===== src/rtl/mac_seq_ctrl.sv =====
// mac_seq_ctrl: sequencer for a 16-lane MAC neuron evaluator.
//   For each of NUM_NEURONS neurons the block streams NUM_CHUNKS pixel/weight
//   chunks from two synchronous RAMs into an external pipelined MAC. It
//   accumulates the returned partial sums and emits one result per neuron.
//   It also tracks the running argmax, which becomes the classified digit.
// Ports:
//   clk, rst            clock, asynchronous active-high reset
//   start               begin an inference (sampled only in IDLE)
//   busy, done          busy in every non-IDLE state; done is a 1-cycle completion pulse
//   pix_addr, wgt_addr  RAM chunk addresses (1-cycle read latency)
//   pix_data, wgt_data  RAM read data
//   mac_pixels/weights  MAC operands, passed straight through from the RAM data
//   mac_sum             MAC result, valid 2 cycles after the operands are presented
//   res_valid/idx/data  per-neuron result strobe
//   digit, digit_max    argmax index and value
//   dbg_state           current FSM state, for observation only
// Handshake: there is no back-pressure. The MAC result is qualified only by the
//   internal 3-deep valid pipe, and res_valid is a single-cycle strobe that the
//   consumer must take in that cycle.
module mac_seq_ctrl #(
  parameter int NUM_CHUNKS  = 49,
  parameter int NUM_NEURONS = 10,
  parameter int ACC_W       = 26,
  localparam int PIX_W = (NUM_CHUNKS > 1) ? $clog2(NUM_CHUNKS) : 1,
  localparam int WGT_W = (NUM_CHUNKS * NUM_NEURONS > 1) ? $clog2(NUM_CHUNKS * NUM_NEURONS) : 1
) (
  input  logic              clk,
  input  logic              rst,
  input  logic              start,
  output logic              busy,
  output logic              done,
  output logic [PIX_W-1:0]  pix_addr,
  output logic [WGT_W-1:0]  wgt_addr,
  input  logic [127:0]      pix_data,
  input  logic [127:0]      wgt_data,
  output logic [127:0]      mac_pixels,
  output logic [127:0]      mac_weights,
  input  logic [19:0]       mac_sum,
  output logic              res_valid,
  output logic [3:0]        res_idx,
  output logic [ACC_W-1:0]  res_data,
  output logic [3:0]        digit,
  output logic [ACC_W-1:0]  digit_max,
  output logic [2:0]        dbg_state
);

  typedef enum logic [2:0] {
    S_IDLE   = 3'd0,
    S_ISSUE  = 3'd1,
    S_DRAIN  = 3'd2,
    S_EMIT   = 3'd3,
    S_FINISH = 3'd4
  } state_t;

  state_t           r_state;
  state_t           w_next_state;
  logic [PIX_W-1:0] r_chunk;
  logic [3:0]       r_neuron;
  logic [ACC_W-1:0] r_acc;
  logic [2:0]       r_vpipe;     // [0] = issue stage, [2] = mac_sum valid
  logic [PIX_W-1:0] r_pix_addr;
  logic [WGT_W-1:0] r_wgt_addr;
  logic [ACC_W-1:0] r_res_data;
  logic [3:0]       r_digit;
  logic [ACC_W-1:0] r_digit_max;
  logic             w_last_chunk;
  logic             w_last_neuron;
  logic             w_busy;
  logic             w_done;
  logic             w_res_valid;

  assign w_last_chunk  = (r_chunk == PIX_W'(NUM_CHUNKS - 1));
  assign w_last_neuron = (r_neuron == 4'(NUM_NEURONS - 1));

  always_ff @(posedge clk or posedge rst) begin
    if (rst) r_state <= S_IDLE;
    else     r_state <= w_next_state;
  end

  always_comb begin
    w_next_state = r_state;
    w_busy       = 1'b1;
    w_done       = 1'b0;
    w_res_valid  = 1'b0;
    case (r_state)
      S_IDLE: begin
        w_busy = 1'b0;
        if (start) w_next_state = S_ISSUE;
      end
      S_ISSUE: if (w_last_chunk) w_next_state = S_DRAIN;
      // Leave once nothing is left behind the output stage; the final
      // accumulation happens on the same edge that enters EMIT.
      S_DRAIN: if (r_vpipe[1:0] == 2'b00) w_next_state = S_EMIT;
      S_EMIT: begin
        w_res_valid  = 1'b1;
        w_next_state = w_last_neuron ? S_FINISH : S_ISSUE;
      end
      S_FINISH: begin
        w_done       = 1'b1;
        w_next_state = S_IDLE;
      end
      default: w_next_state = S_IDLE;
    endcase
  end

  always_ff @(posedge clk or posedge rst) begin
    if (rst) begin
      r_chunk     <= '0;
      r_neuron    <= '0;
      r_acc       <= '0;
      r_vpipe     <= '0;
      r_pix_addr  <= '0;
      r_wgt_addr  <= '0;
      r_res_data  <= '0;
      r_digit     <= '0;
      r_digit_max <= '0;
    end else begin
      r_vpipe <= {r_vpipe[1:0], (r_state == S_ISSUE)};
      if (r_vpipe[2]) r_acc <= r_acc + ACC_W'(mac_sum);
      case (r_state)
        S_IDLE: begin
          if (start) begin
            r_chunk     <= '0;
            r_neuron    <= '0;
            r_acc       <= '0;
            r_pix_addr  <= '0;
            r_wgt_addr  <= '0;
            r_digit     <= '0;
            r_digit_max <= '0;
          end
        end
        S_ISSUE: begin
          // Addresses are loaded one edge ahead so they are valid throughout
          // each issue cycle and simply freeze once issuing stops.
          if (!w_last_chunk) begin
            r_chunk    <= r_chunk + PIX_W'(1);
            r_pix_addr <= r_chunk + PIX_W'(1);
            r_wgt_addr <= r_wgt_addr + WGT_W'(1);
          end
        end
        S_EMIT: begin
          r_res_data <= r_acc;
          if (r_acc > r_digit_max) begin
            r_digit     <= r_neuron;
            r_digit_max <= r_acc;
          end
          r_acc   <= '0;
          r_chunk <= '0;
          if (!w_last_neuron) begin
            r_neuron   <= r_neuron + 4'd1;
            r_pix_addr <= '0;
            // Weight rows are contiguous, so the next neuron starts one past
            // the last chunk of this one.
            r_wgt_addr <= r_wgt_addr + WGT_W'(1);
          end
        end
        default: ;
      endcase
    end
  end

  assign busy        = w_busy;
  assign done        = w_done;
  assign res_valid   = w_res_valid;
  assign res_idx     = r_neuron;
  assign res_data    = (r_state == S_EMIT) ? r_acc : r_res_data;
  assign digit       = r_digit;
  assign digit_max   = r_digit_max;
  assign pix_addr    = r_pix_addr;
  assign wgt_addr    = r_wgt_addr;
  assign mac_pixels  = pix_data;
  assign mac_weights = wgt_data;
  assign dbg_state   = r_state;

endmodule


===== config.mk =====
export PLATFORM = sky130hd
export DESIGN_NAME = mac_seq_ctrl
export DESIGN_NICKNAME = d
export VERILOG_FILES = /design/src/rtl/mac_seq_ctrl.sv
export SDC_FILE = /design/constraint.sdc
export NUM_CORES = 1
export LEC_CHECK = 0
export CELL_PAD_IN_SITES_DETAIL_PLACEMENT = 0
export CELL_PAD_IN_SITES_GLOBAL_PLACEMENT = 1
export CORE_AREA = 2 2 241 243
export CTS_CLUSTER_SIZE = 30
export DETAILED_ROUTE_END_ITERATION = 10
export DIE_AREA = 0 0 243 245
export DONT_BUFFER_PORTS = 1
export PLACE_DENSITY = 0.41
export SETUP_SLACK_MARGIN = 0.05
export SLEW_MARGIN = 20
export SYNTH_ARGS = -nofsm -noshare
export SYNTH_HDL_FRONTEND = slang
export SYNTH_SLANG_ARGS = --single-unit

===== constraint.sdc =====
create_clock -name clk -period 3.8 [get_ports clk]
set_input_delay 0.95 -clock clk [delete_from_list [all_inputs] [get_ports clk]]
set_output_delay 0.95 -clock clk [all_outputs]
set_load 0.02 [all_outputs]

==> impl_metrics.env <==
export IMPL_status="complete, no violations"
export IMPL_postSynthAreaPerCell_um2=8.66
export IMPL_dpl_cell_area_mm2=0.00767
export IMPL_core_area_mm2=0.0570
export IMPL_wl_per_cell_um=18.9
export IMPL_drv_slew=0
export IMPL_p_total_mw=6.96
export IMPL_die_area_mm2=0.0595
export IMPL_start_util=0.145
export IMPL_globalplace_congestion=0.730
export IMPL_nets=1063
export IMPL_netlist_area_mm2=0.00829
export IMPL_clk_pin_slew_ns=0.06
export IMPL_post_cts_buffers=0
export IMPL_timing_final_crit_share=0.872
export IMPL_endpoint_kind="output port"
export IMPL_cpLargestDelayFamily="flip-flops"
export IMPL_syn_nets=1288
export IMPL_yosysTopAreaCell="dfrtp_1"
export IMPL_hpwl_mm=21.6
export IMPL_hold_buffers=0
export IMPL_portBuffers=0
export IMPL_final_cells=1511
export IMPL_drt_iter0_drc=287
export IMPL_worstMarginPinSlew_ns=0.879
export IMPL_ant_nets=0
export IMPL_crit_fanout=25
export IMPL_relSlewSlack=0.414
export IMPL_overflow=0
export IMPL_ys_async_sr_fraction=1.00
export IMPL_firstDrtPassIters=4
export IMPL_final_area_mm2=0.00826
export IMPL_drive_gt1_frac=0.106
export IMPL_crit_top_cell="nand2_1"
export IMPL_crit_arrival_ns=2.36
export IMPL_cts_buffers=17
export IMPL_place_ws_ns=0.515
export IMPL_fp_dieH_um=245
export IMPL_finalSetupTns_ns=0
export IMPL_ys_top_cells_by_area="dfrtp_1 (34%), buf_4 (23%), ha_1 (7.7%)"
export IMPL_post_route_worst_setup_slack_ns=0.487
export IMPL_seqPwrFrac=0.320
export IMPL_powerDensity_mw_per_mm2=843
export IMPL_ys_warn_count=0
export IMPL_ys_types=57
export IMPL_power_internal_mw=3.95
export IMPL_drc=0
export IMPL_synthFlopType="dfrtp_1"
export IMPL_critical_path_slowest_cell="dfrtp_1"
export IMPL_p_switching_mw=3.01
export IMPL_hold_viol=0
export IMPL_vias=5552
export IMPL_grt_start_max_net_pins=114
export IMPL_finalWorstPathRequiredPeriod_ns=3.31
export IMPL_synth_enable_flop_cells=0
export IMPL_crit_chain="nand2_2 > inv_2 > nand2_1 > nand2_1 > buf_12"
export IMPL_grt_pass1_wl_mm=41.3
export IMPL_antenna_found_initial=0
export IMPL_vdd_drop_max_mv=0.292
export IMPL_cpPeakStageDelay_ns=0.73
export IMPL_p_leak_nw=3.64
export IMPL_ioPinCount=616
export IMPL_p_comb_frac=0.443
export IMPL_ys_seq_elements=113
export IMPL_cap_violations=0
export IMPL_crit_buf_inv=2
export IMPL_rows=88
export IMPL_sw_frac_of_total=0.433
export IMPL_hp_class="reg -> reg"
export IMPL_crit_type="reg -> out"
export IMPL_rsz0062_at_grt="false"
export IMPL_setup_violations=0
export IMPL_cp_required_ns=2.85
export IMPL_area_delta_synth_final_pct=-0.407
export IMPL_fin_skew_ns=0.0121
export IMPL_synthCells=957
export IMPL_cts_resized=0
export IMPL_clock_sinks=113
export IMPL_dp_cells=1478
export IMPL_clock_latency_ns=0.44
export IMPL_grt_pass1_vias=5731
export IMPL_yosysTopAreaCellShare=0.341
export IMPL_clkPwrFrac=0.237
export IMPL_cts_buffer_depth=2
export IMPL_die_w_um=243
export IMPL_cts_root_buffer_cell="clkbuf_16"
export IMPL_cts_tree="yes"
export IMPL_via_per_inst=3.67
export IMPL_grt_usage=0.0965
export IMPL_ys_seq_area_frac=0.341
export IMPL_htreeDepth=4
export IMPL_cp_start_kind="flop"
export IMPL_fmax_mhz=302
export IMPL_wl_mm=28.6
## layout make-up
cell class,count,area (µm²)
Clock inverter,12,131
Fill cell,6561,48800
Sequential cell,113,2830
Timing Repair Buffer,38,435
Clock buffer,20,457
Antenna cell,1,2.50
Inverter,50,191
Multi-Input combinational cell,512,3250
Tap cell,765,957
## worst register-to-register path, stage by stage, from the launching register on
cell and delay [ns]:
dfrtp_1 0.53, inv_1 0.09, ha_1 0.32, a21o_1 0.16, a21o_1 0.17, a21oi_1 0.37, o22a_1 0.24, a21boi_2 0.07
o31ai_4 0.75, buf_12 0.26, a22o_1 0.16
## power groups by stage
stage	clock (mW)	combinational, mW	sequential (mW)
4_1_cts	1.74	3.15	2.25
6_report	1.65	3.08	2.22
3_3_place_gp	0	3.14	2.27
2_1_floorplan	0	2.50	2.10
5_1_grt	1.79	3.49	2.31
3_5_place_dp	0	3.13	2.27
## path summary, 6_finish.rpt
path / startpoint / cells after the start / slack (ns) / endpoint
max in group asynchronous: rst / 2 / 2.62 / r_chunk[3]
min: r_vpipe[0] / 0 / 0.38 / r_vpipe[1]
max reg2reg: digit_max[7] / 10 / 0.63 / digit[3]
max: dbg_state[1] / 5 / 0.49 / res_data[4]
min reg2reg: r_vpipe[0] / 0 / 0.38 / r_vpipe[1]
min in group asynchronous: rst / 2 / 0.53 / r_res_data[7]
## flip-flops by register name (all words and copies together) (netlist names)
name and count:
pix_addr 6, dbg_state 3, wgt_addr 9, digit 4, r_res_data 26, r_acc 26, digit_max 26, r_vpipe 3
r_chunk 6, res_idx 4
## kinds of logic (layout without fill, tap and decap cells)
family	count (synthesis)	count (layout)	share of synthesized area
other cells	0	1	0
buf+inv	332	120	0.269
simple gates	250	250	0.135
xor+xnor	14	14	0.0148
flops	113	113	0.341
compound gates	188	188	0.151
fa+ha+maj	52	52	0.0794
mux	8	8	0.00966
## synth_stat cells (all sizes together), types with 2 or more instances
cell and instances:
a21oi 43, a21o 17, o211a 2, nand3 19, o21ai 53, a31oi 2, dfrtp 113, mux2i 8
a22o 32, nand4 11, o2111ai 2, buf 260, or3 3, xor2 6, nor4b 2, ha 51
o21bai 3, a211oi 13, nor2b 4, clkbuf 22, and2 5, nor3 12, o31ai 3, inv 49
nand2 123, nor2 49, o21a 5, xnor2 8, nand2b 3, a221o 2, and3 13
## placed cells by master, fill, tap and decap left out, drive strengths merged, types with 11 or more instances in the layout
cell / count
a21o: 17
nand4: 11
dfrtp: 113
a22o: 32
inv: 51
a21oi: 43
a211oi: 13
nor2: 49
clkbuf: 20
buf: 38
and3: 13
nand2: 123
nor3: 12
ha: 51
nand3: 19
o21ai: 53
## routing by layer
| metal | vias up | global-route usage | share of wire |
|---|---|---|---|
| li1 | 2543 | - | - |
| met1 | 2664 | 0.103 | 0.39 |
| met2 | 259 | 0.156 | 0.48 |
| met3 | 82 | 0.0538 | 0.097 |
| met4 | 4 | 0.0399 | 0.030 |
| met5 | - | 0.00817 | 0.0025 |
## through the flow
stage | hold WS (ns) | utilization
floorplan | 0.355 | -
global placement | 0.361 | 0.134
detailed placement | 0.365 | 0.134
CTS | 0.380 | 0.145
global route | 0.392 | 0.145
finish | 0.376 | 0.145
(Power assumes the default switching activity.)
